## config.mk

```make
export PLATFORM = sky130hd
export DESIGN_NAME = inst_block_fetcher
export DESIGN_NICKNAME = d
export VERILOG_FILES = /design/src/rtl/inst_block_fetcher.sv
export SDC_FILE = /design/constraint.sdc
export NUM_CORES = 1
export LEC_CHECK = 0
export ABC_AREA = 1
export ABC_CLOCK_PERIOD_IN_PS = 5310
export BUFFER_PORTS_ARGS = -buffer_cell sky130_fd_sc_hd__buf_2
export CORE_UTILIZATION = 39
export DETAILED_ROUTE_END_ITERATION = 10
export PLACE_DENSITY = 0.69
export SYNTH_ARGS = -nofsm -noshare
export SYNTH_HDL_FRONTEND = slang
export SYNTH_SLANG_ARGS = --single-unit
```

## constraint.sdc

```tcl
create_clock -name clk -period 5.31 [get_ports clk]
set_input_delay 1.062 -clock clk [delete_from_list [all_inputs] [get_ports clk]]
set_output_delay 1.062 -clock clk [all_outputs]
set_load 0.005 [all_outputs]
```

## src/rtl/inst_block_fetcher.sv

```systemverilog
// AXI4 read master that streams one instruction block per imem_wr_start into the imem write port.
// Optional performance counters are enabled with the INST_FETCH_PERF_CNT_EN macro.
module inst_block_fetcher #(
  parameter int unsigned NUM_INST_IN     = 2,
  parameter int unsigned INST_DATA_WIDTH = 32,
  parameter int unsigned AXI_ADDR_WIDTH  = 32,
  parameter int unsigned AXI_ID_WIDTH    = 1,
  parameter int unsigned MAX_BURST_LEN   = 16,
  parameter int unsigned BLOCK_LEN_WIDTH = 10
) (
  input  logic                                   clk,
  input  logic                                   reset,
  input  logic                                   start,
  input  logic [AXI_ADDR_WIDTH-1:0]              cfg_base_addr,
  input  logic [BLOCK_LEN_WIDTH-1:0]             cfg_block_len,
  input  logic [BLOCK_LEN_WIDTH-1:0]             cfg_num_blocks,
  input  logic                                   imem_wr_start,
  output logic                                   imem_wr_done,
  output logic                                   imem_wr_data_valid,
  output logic [NUM_INST_IN*INST_DATA_WIDTH-1:0] imem_wr_data,
  output logic [AXI_ID_WIDTH-1:0]                m_axi_arid,
  output logic [AXI_ADDR_WIDTH-1:0]              m_axi_araddr,
  output logic [7:0]                             m_axi_arlen,
  output logic [2:0]                             m_axi_arsize,
  output logic [1:0]                             m_axi_arburst,
  output logic                                   m_axi_arvalid,
  input  logic                                   m_axi_arready,
  input  logic [NUM_INST_IN*INST_DATA_WIDTH-1:0] m_axi_rdata,
  input  logic [1:0]                             m_axi_rresp,
  input  logic                                   m_axi_rlast,
  input  logic                                   m_axi_rvalid,
  output logic                                   m_axi_rready,
`ifdef INST_FETCH_PERF_CNT_EN
  output logic [31:0]                            perf_beat_cnt,
  output logic [31:0]                            perf_stall_cnt,
`endif
  output logic                                   fetch_busy,
  output logic                                   all_blocks_done,
  output logic                                   rresp_err
);

  localparam int unsigned DW             = NUM_INST_IN * INST_DATA_WIDTH;
  localparam int unsigned BYTES_PER_BEAT = DW / 8;
  localparam int unsigned SIZE_LOG2      = $clog2(BYTES_PER_BEAT);
  localparam int unsigned CW             = (BLOCK_LEN_WIDTH > 13) ? BLOCK_LEN_WIDTH : 13;

  typedef enum logic [2:0] {
    S_IDLE     = 3'd0,
    S_WAIT_REQ = 3'd1,
    S_ADDR     = 3'd2,
    S_DATA     = 3'd3,
    S_DONE     = 3'd4
  } state_e;

  state_e                     state_q, state_d;
  logic [AXI_ADDR_WIDTH-1:0]  cur_addr_q, cur_addr_d;
  logic [BLOCK_LEN_WIDTH-1:0] blk_cnt_q, blk_cnt_d;
  logic [BLOCK_LEN_WIDTH-1:0] remaining_q, remaining_d;
  logic [BLOCK_LEN_WIDTH-1:0] block_len_q, block_len_d;
  logic [BLOCK_LEN_WIDTH-1:0] num_blocks_q, num_blocks_d;
  logic                       all_done_q, all_done_d;
  logic                       rresp_err_q, rresp_err_d;
  logic [CW-1:0]              to_4k_beats;
  logic [CW-1:0]              burst_beats;

  // State and datapath registers
  always_ff @(posedge clk) begin
    if (reset) begin
      state_q      <= S_IDLE;
      cur_addr_q   <= '0;
      blk_cnt_q    <= '0;
      remaining_q  <= '0;
      block_len_q  <= '0;
      num_blocks_q <= '0;
      all_done_q   <= 1'b0;
      rresp_err_q  <= 1'b0;
    end else begin
      state_q      <= state_d;
      cur_addr_q   <= cur_addr_d;
      blk_cnt_q    <= blk_cnt_d;
      remaining_q  <= remaining_d;
      block_len_q  <= block_len_d;
      num_blocks_q <= num_blocks_d;
      all_done_q   <= all_done_d;
      rresp_err_q  <= rresp_err_d;
    end
  end

  // Burst size: limited by what is left, the max burst and the next 4KB page edge
  always_comb begin
    to_4k_beats = CW'((13'h1000 - {1'b0, cur_addr_q[11:0]}) >> SIZE_LOG2);
    burst_beats = CW'(MAX_BURST_LEN);
    if (CW'(remaining_q) < burst_beats) burst_beats = CW'(remaining_q);
    if (to_4k_beats < burst_beats) burst_beats = to_4k_beats;
  end

  // Next-state and datapath update
  always_comb begin
    state_d      = state_q;
    cur_addr_d   = cur_addr_q;
    blk_cnt_d    = blk_cnt_q;
    remaining_d  = remaining_q;
    block_len_d  = block_len_q;
    num_blocks_d = num_blocks_q;
    all_done_d   = all_done_q;
    rresp_err_d  = rresp_err_q;
    case (state_q)
      S_IDLE: begin
        if (start) begin
          block_len_d  = cfg_block_len;
          num_blocks_d = cfg_num_blocks;
          cur_addr_d   = cfg_base_addr;
          blk_cnt_d    = '0;
          rresp_err_d  = 1'b0;
          if (cfg_num_blocks == '0) begin
            all_done_d = 1'b1;
          end else begin
            all_done_d = 1'b0;
            state_d    = S_WAIT_REQ;
          end
        end
      end
      S_WAIT_REQ: begin
        if (imem_wr_start) begin
          remaining_d = block_len_q;
          state_d     = (block_len_q == '0) ? S_DONE : S_ADDR;
        end
      end
      S_ADDR: begin
        if (m_axi_arready) begin
          cur_addr_d  = cur_addr_q + (AXI_ADDR_WIDTH'(burst_beats) << SIZE_LOG2);
          remaining_d = remaining_q - BLOCK_LEN_WIDTH'(burst_beats);
          state_d     = S_DATA;
        end
      end
      S_DATA: begin
        if (m_axi_rvalid) begin
          if (m_axi_rresp != 2'b00) rresp_err_d = 1'b1;
          // The slave's rlast decides the burst end; remaining only tracks issued beats
          if (m_axi_rlast) state_d = (remaining_q != '0) ? S_ADDR : S_DONE;
        end
      end
      S_DONE: begin
        blk_cnt_d = blk_cnt_q + BLOCK_LEN_WIDTH'(1);
        if (blk_cnt_d == num_blocks_q) begin
          all_done_d = 1'b1;
          state_d    = S_IDLE;
        end else begin
          state_d = S_WAIT_REQ;
        end
      end
      default: state_d = S_IDLE;
    endcase
  end

  // Outputs decoded from state; the R channel passes straight through to imem
  always_comb begin
    m_axi_arvalid      = 1'b0;
    m_axi_araddr       = '0;
    m_axi_arlen        = 8'd0;
    m_axi_rready       = 1'b0;
    imem_wr_data_valid = 1'b0;
    imem_wr_data       = '0;
    imem_wr_done       = 1'b0;
    case (state_q)
      S_ADDR: begin
        m_axi_arvalid = 1'b1;
        m_axi_araddr  = cur_addr_q;
        m_axi_arlen   = 8'(burst_beats - CW'(1));
      end
      S_DATA: begin
        m_axi_rready       = 1'b1;
        imem_wr_data_valid = m_axi_rvalid;
        if (m_axi_rvalid) imem_wr_data = m_axi_rdata;
      end
      S_DONE: imem_wr_done = 1'b1;
      default: ;
    endcase
  end

  assign m_axi_arid      = '0;
  assign m_axi_arsize    = 3'(SIZE_LOG2);
  assign m_axi_arburst   = 2'b01;
  assign fetch_busy      = (state_q != S_IDLE);
  assign all_blocks_done = all_done_q;
  assign rresp_err       = rresp_err_q;

`ifdef INST_FETCH_PERF_CNT_EN
  logic [31:0] perf_beat_q, perf_beat_d;
  logic [31:0] perf_stall_q, perf_stall_d;

  always_ff @(posedge clk) begin
    if (reset) begin
      perf_beat_q  <= '0;
      perf_stall_q <= '0;
    end else begin
      perf_beat_q  <= perf_beat_d;
      perf_stall_q <= perf_stall_d;
    end
  end

  // Beat and stall accounting, restarted by an accepted start
  always_comb begin
    perf_beat_d  = perf_beat_q;
    perf_stall_d = perf_stall_q;
    if (state_q == S_IDLE && start) begin
      perf_beat_d  = '0;
      perf_stall_d = '0;
    end
    if (state_q == S_DATA && m_axi_rvalid) perf_beat_d = perf_beat_q + 32'd1;
    if ((state_q == S_ADDR && !m_axi_arready) || (state_q == S_DATA && !m_axi_rvalid))
      perf_stall_d = perf_stall_q + 32'd1;
  end

  assign perf_beat_cnt  = perf_beat_q;
  assign perf_stall_cnt = perf_stall_q;
`endif

endmodule

```

==> qor.txt <==
RSZ-0062 raised after global routing -> false
Initial antenna violation count -> 4
Area Growth Syn to Fin -> 25.6%
GPL Wtd Cong -> 0.872
EDFF count, synth -> 0
Period minus WS final -> 4.82 ns
VDD IR max -> 0.000268 V
Worst Setup Start Kind -> register
CP peak stage delay -> 0.33 ns
CTS Root Cell -> clkbuf_16
Htree depth -> 3
Synthesized area -> 6360 um2
LEAKAGE -> 4.14 nW
Synth cell types -> 50
Clock Skew -> 0.00980 ns
DIE AREA -> 16800 um2
Clock-pin slew on the worst setup and hold paths -> 0.06 ns
Pin count of the biggest net entering global routing -> 69
Share of the cycle needed by the critical path after routing -> 90.8%
Slowest CP cell -> dfxtp_1
CTS tree -> built
Worst Path Buf+Inv -> 5
Total core area -> 15900 um2
ANT nets after route -> 0
Crit path kind -> reg2out
Mapped Avg Cell Area -> 5.92 um2
Gate count after technology mapping -> 1074
Fmax -> 0.207 GHz
Most frequent cells in the layout -> nand2_1 (255), buf_2 (235), nor2_1 (176)
Top FF cell, synth -> dfxtp_1
CP delay by family, top -> simple AND/OR/NAND/NOR gates
Layout cells sized above 1 -> 23.9%
Global-route wire length before repair -> 35.0 mm
GRT Residual Overflow -> 0
PortBufs -> 235
Via Count -> 7534
Commonest non-fill, non-tap cell in the layout -> nand2_1
Worst path cell trace -> inv_2, nand2_1, nor2_4, inv_1, nor2_1, nor2_1, or2_2, inv_1, ha_1, nand2_1, nor2_1, nor3_1, nand2_2, a21oi_4, nand2_4, o21ai_4, inv_1, ha_1, nand2_2, nor2_4, nand3_1, nand2_1, nor2_1, buf_2
DRC -> 0
PwrDens -> 623 nW/um2
GRT Resource Usage Total -> 27.0%
Die width -> 130 um
Ys async rst share -> 0%
Worst Hold Class -> reg2reg
FP Rows -> 46
Maximum fanout along the worst path -> 12
YS warnings -> 0
Final count of pins violating max slew -> 0
Pin slew with the least headroom to its limit -> 1.09 ns
Compound-Gate Fraction of Synth Area -> 18.0%
Power Total -> 0.00497 W
Initial Util -> 40.0%
Adder-cell share of the synthesized area -> 6.34%
Worst EP arrival -> 3.76 ns
DP HPWL -> 17.5 mm
Synth top area share -> 24.3%
Xor/xnor share of the synthesized area -> 2.07%
PnR worst setup slack -> 0.488 ns
Clock Latency Late Sink -> 0.35 ns
Crit. End Element -> output pin
Fin Setup TNS -> 0 ns
CTS buffer count -> 9
Largest area contributor in the netlist -> dfxtp_1
Most common cell on crit path -> nor2_1
Post-Synth Simple-Gate Area -> 37.0%
Register bit total from synthesis -> 77
Multiplexer share of the synthesized area -> 0%
DRT iter0 DRCs -> 407
Place WS -> 0.529 ns
Drt total wl -> 22.5 mm
Max Root-Sink Buffers -> 2
Vias in the first global route -> 6917
Sequential area share after synthesis -> 24.3%
Most area-consuming cells after synthesis -> dfxtp_1 (24%), nand2_1 (15%), nor2_1 (11%), inv_1 (8.0%), o21ai_0 (6.0%)
Wire per inst -> 15.0 um
Main combinational cell family by area after synthesis -> simple AND/OR/NAND/NOR gates
1st-pass router iterations -> 5
Hold Vio Cnt, Final -> 0
Max-slew headroom -> 27.3%
Status -> finished, final reports clean
Max Cap Violations -> 0
Final Setup Violations -> 0
Post-CTS Setup Bufs -> 0
Die H -> 130 um
I/O pins -> 242
CTS sink cnt -> 77
Vias per cell -> 5.01
Worst path required time -> 4.25 ns
Nets@finish -> 1434
==> worst register-to-register path, delay by kind of cell (launching register included) <==
kind                     cells  cell delay [ns]
AND/OR/NAND/NOR             18             1.96
AO/OA/AOI/OAI                6             1.11
adder cells (fa/ha/maj)      3             0.87
buffers and inverters        4             0.34
flip-flops                   1             0.33
==> flip-flops by register name (all words and copies together) (netlist names) <==
name             flops
blk_cnt_q           10
block_len_q         10
rresp_err            1
all_blocks_done      1
state_q              3
num_blocks_q        10
remaining_q         10
cur_addr_q          32
==> through the flow <==
step,instances,hold slack (ns),util [%],cell area (um2)
finish,1503,0.475,50.3,7980
global route,1503,0.509,50.3,7980
CTS,1499,0.478,50.2,7970
detailed placement,1483,0.468,48.0,7630
global placement,1483,0.452,48.0,7630
floorplan,1082,0.441,-,6390
==> logic make-up (layout without fill, tap and decap cells) <==
family	count (synthesis)	count (layout)
adder cells (fa/ha/maj)	31	31
AND/OR/NAND/NOR	555	555
flip-flops	77	77
buffers and inverters	198	399
AO/OA/AOI/OAI	196	196
other	2	14
XOR/XNOR	15	15
==> layout make-up <==
cell class,count,area (um2)
Inverter,143,537
Clock inverter,5,82.6
Multi-Input combinational cell,807,4080
Clock buffer,11,253
Tap cell,216,270
Antenna cell,4,10.0
Timing Repair Buffer,240,1210
Fill cell,1771,7900
Sequential cell,77,1540
==> report_power, final <==
group	switching [W]	leakage (nW)	internal, W
sequential	0.000161	0.634	0.000765
combinational	0.00221	3.34	0.00115
clock	0.000254	0.166	0.000438
total	0.00262	4.14	0.00235
==> synth_stat cells (2+ instances only) <==
cell type  number
inv_2           6
xnor2_1         5
o21ai_2         2
nand4_1        19
conb_1          2
clkbuf_1       41
nand2_2        13
a21oi_1        65
a211oi_1        5
nand3_1        46
nor3_1         14
buf_4           6
nor2_4          6
o22ai_1         3
dfxtp_1        77
o21ai_1         2
o21ai_4         2
buf_1           4
nor2_1        179
nand2_1       255
xor2_1         10
nand2_4         2
buf_2           3
a31oi_1        13
a41oi_1         4
inv_1         136
o21ai_0        76
o211ai_1        9
o221ai_1        4
o2111ai_1       2
or2_2           9
and3_1          2
nor4_1          6
ha_1           29
fa_1            2
==> final timing paths <==
kind,from,endpoint,slack [ns],depth (start not counted)
setup / recovery,cur_addr_q[4]$_SDFFE_PP0P_,m_axi_arlen[6],0.49,24
hold / removal,blk_cnt_q[3]$_SDFFE_PP0P_,blk_cnt_q[3]$_SDFFE_PP0P_,0.48,2
setup reg to reg,cur_addr_q[4]$_SDFFE_PP0P_,remaining_q[8]$_SDFFE_PP0P_,0.56,31
hold reg to reg,blk_cnt_q[3]$_SDFFE_PP0P_,blk_cnt_q[3]$_SDFFE_PP0P_,0.48,2
==> metal layers <==
layer / track usage (%) / up-vias / share of wire (%)
met5: 0 / - / 0
met4: 10.2 / 0 / 2.2
met3: 5.66 / 31 / 5.7
met2: 46.7 / 239 / 49
met1: 32.7 / 3415 / 44
li1: - / 3849 / -
==> what timing repair did <==
item                                    CTS  global route
hold buffers                              0             0
gates resized for setup                   0             4
endpoints found under the setup margin    0             6
No activity file was read; power rests on OpenSTA's default activity.
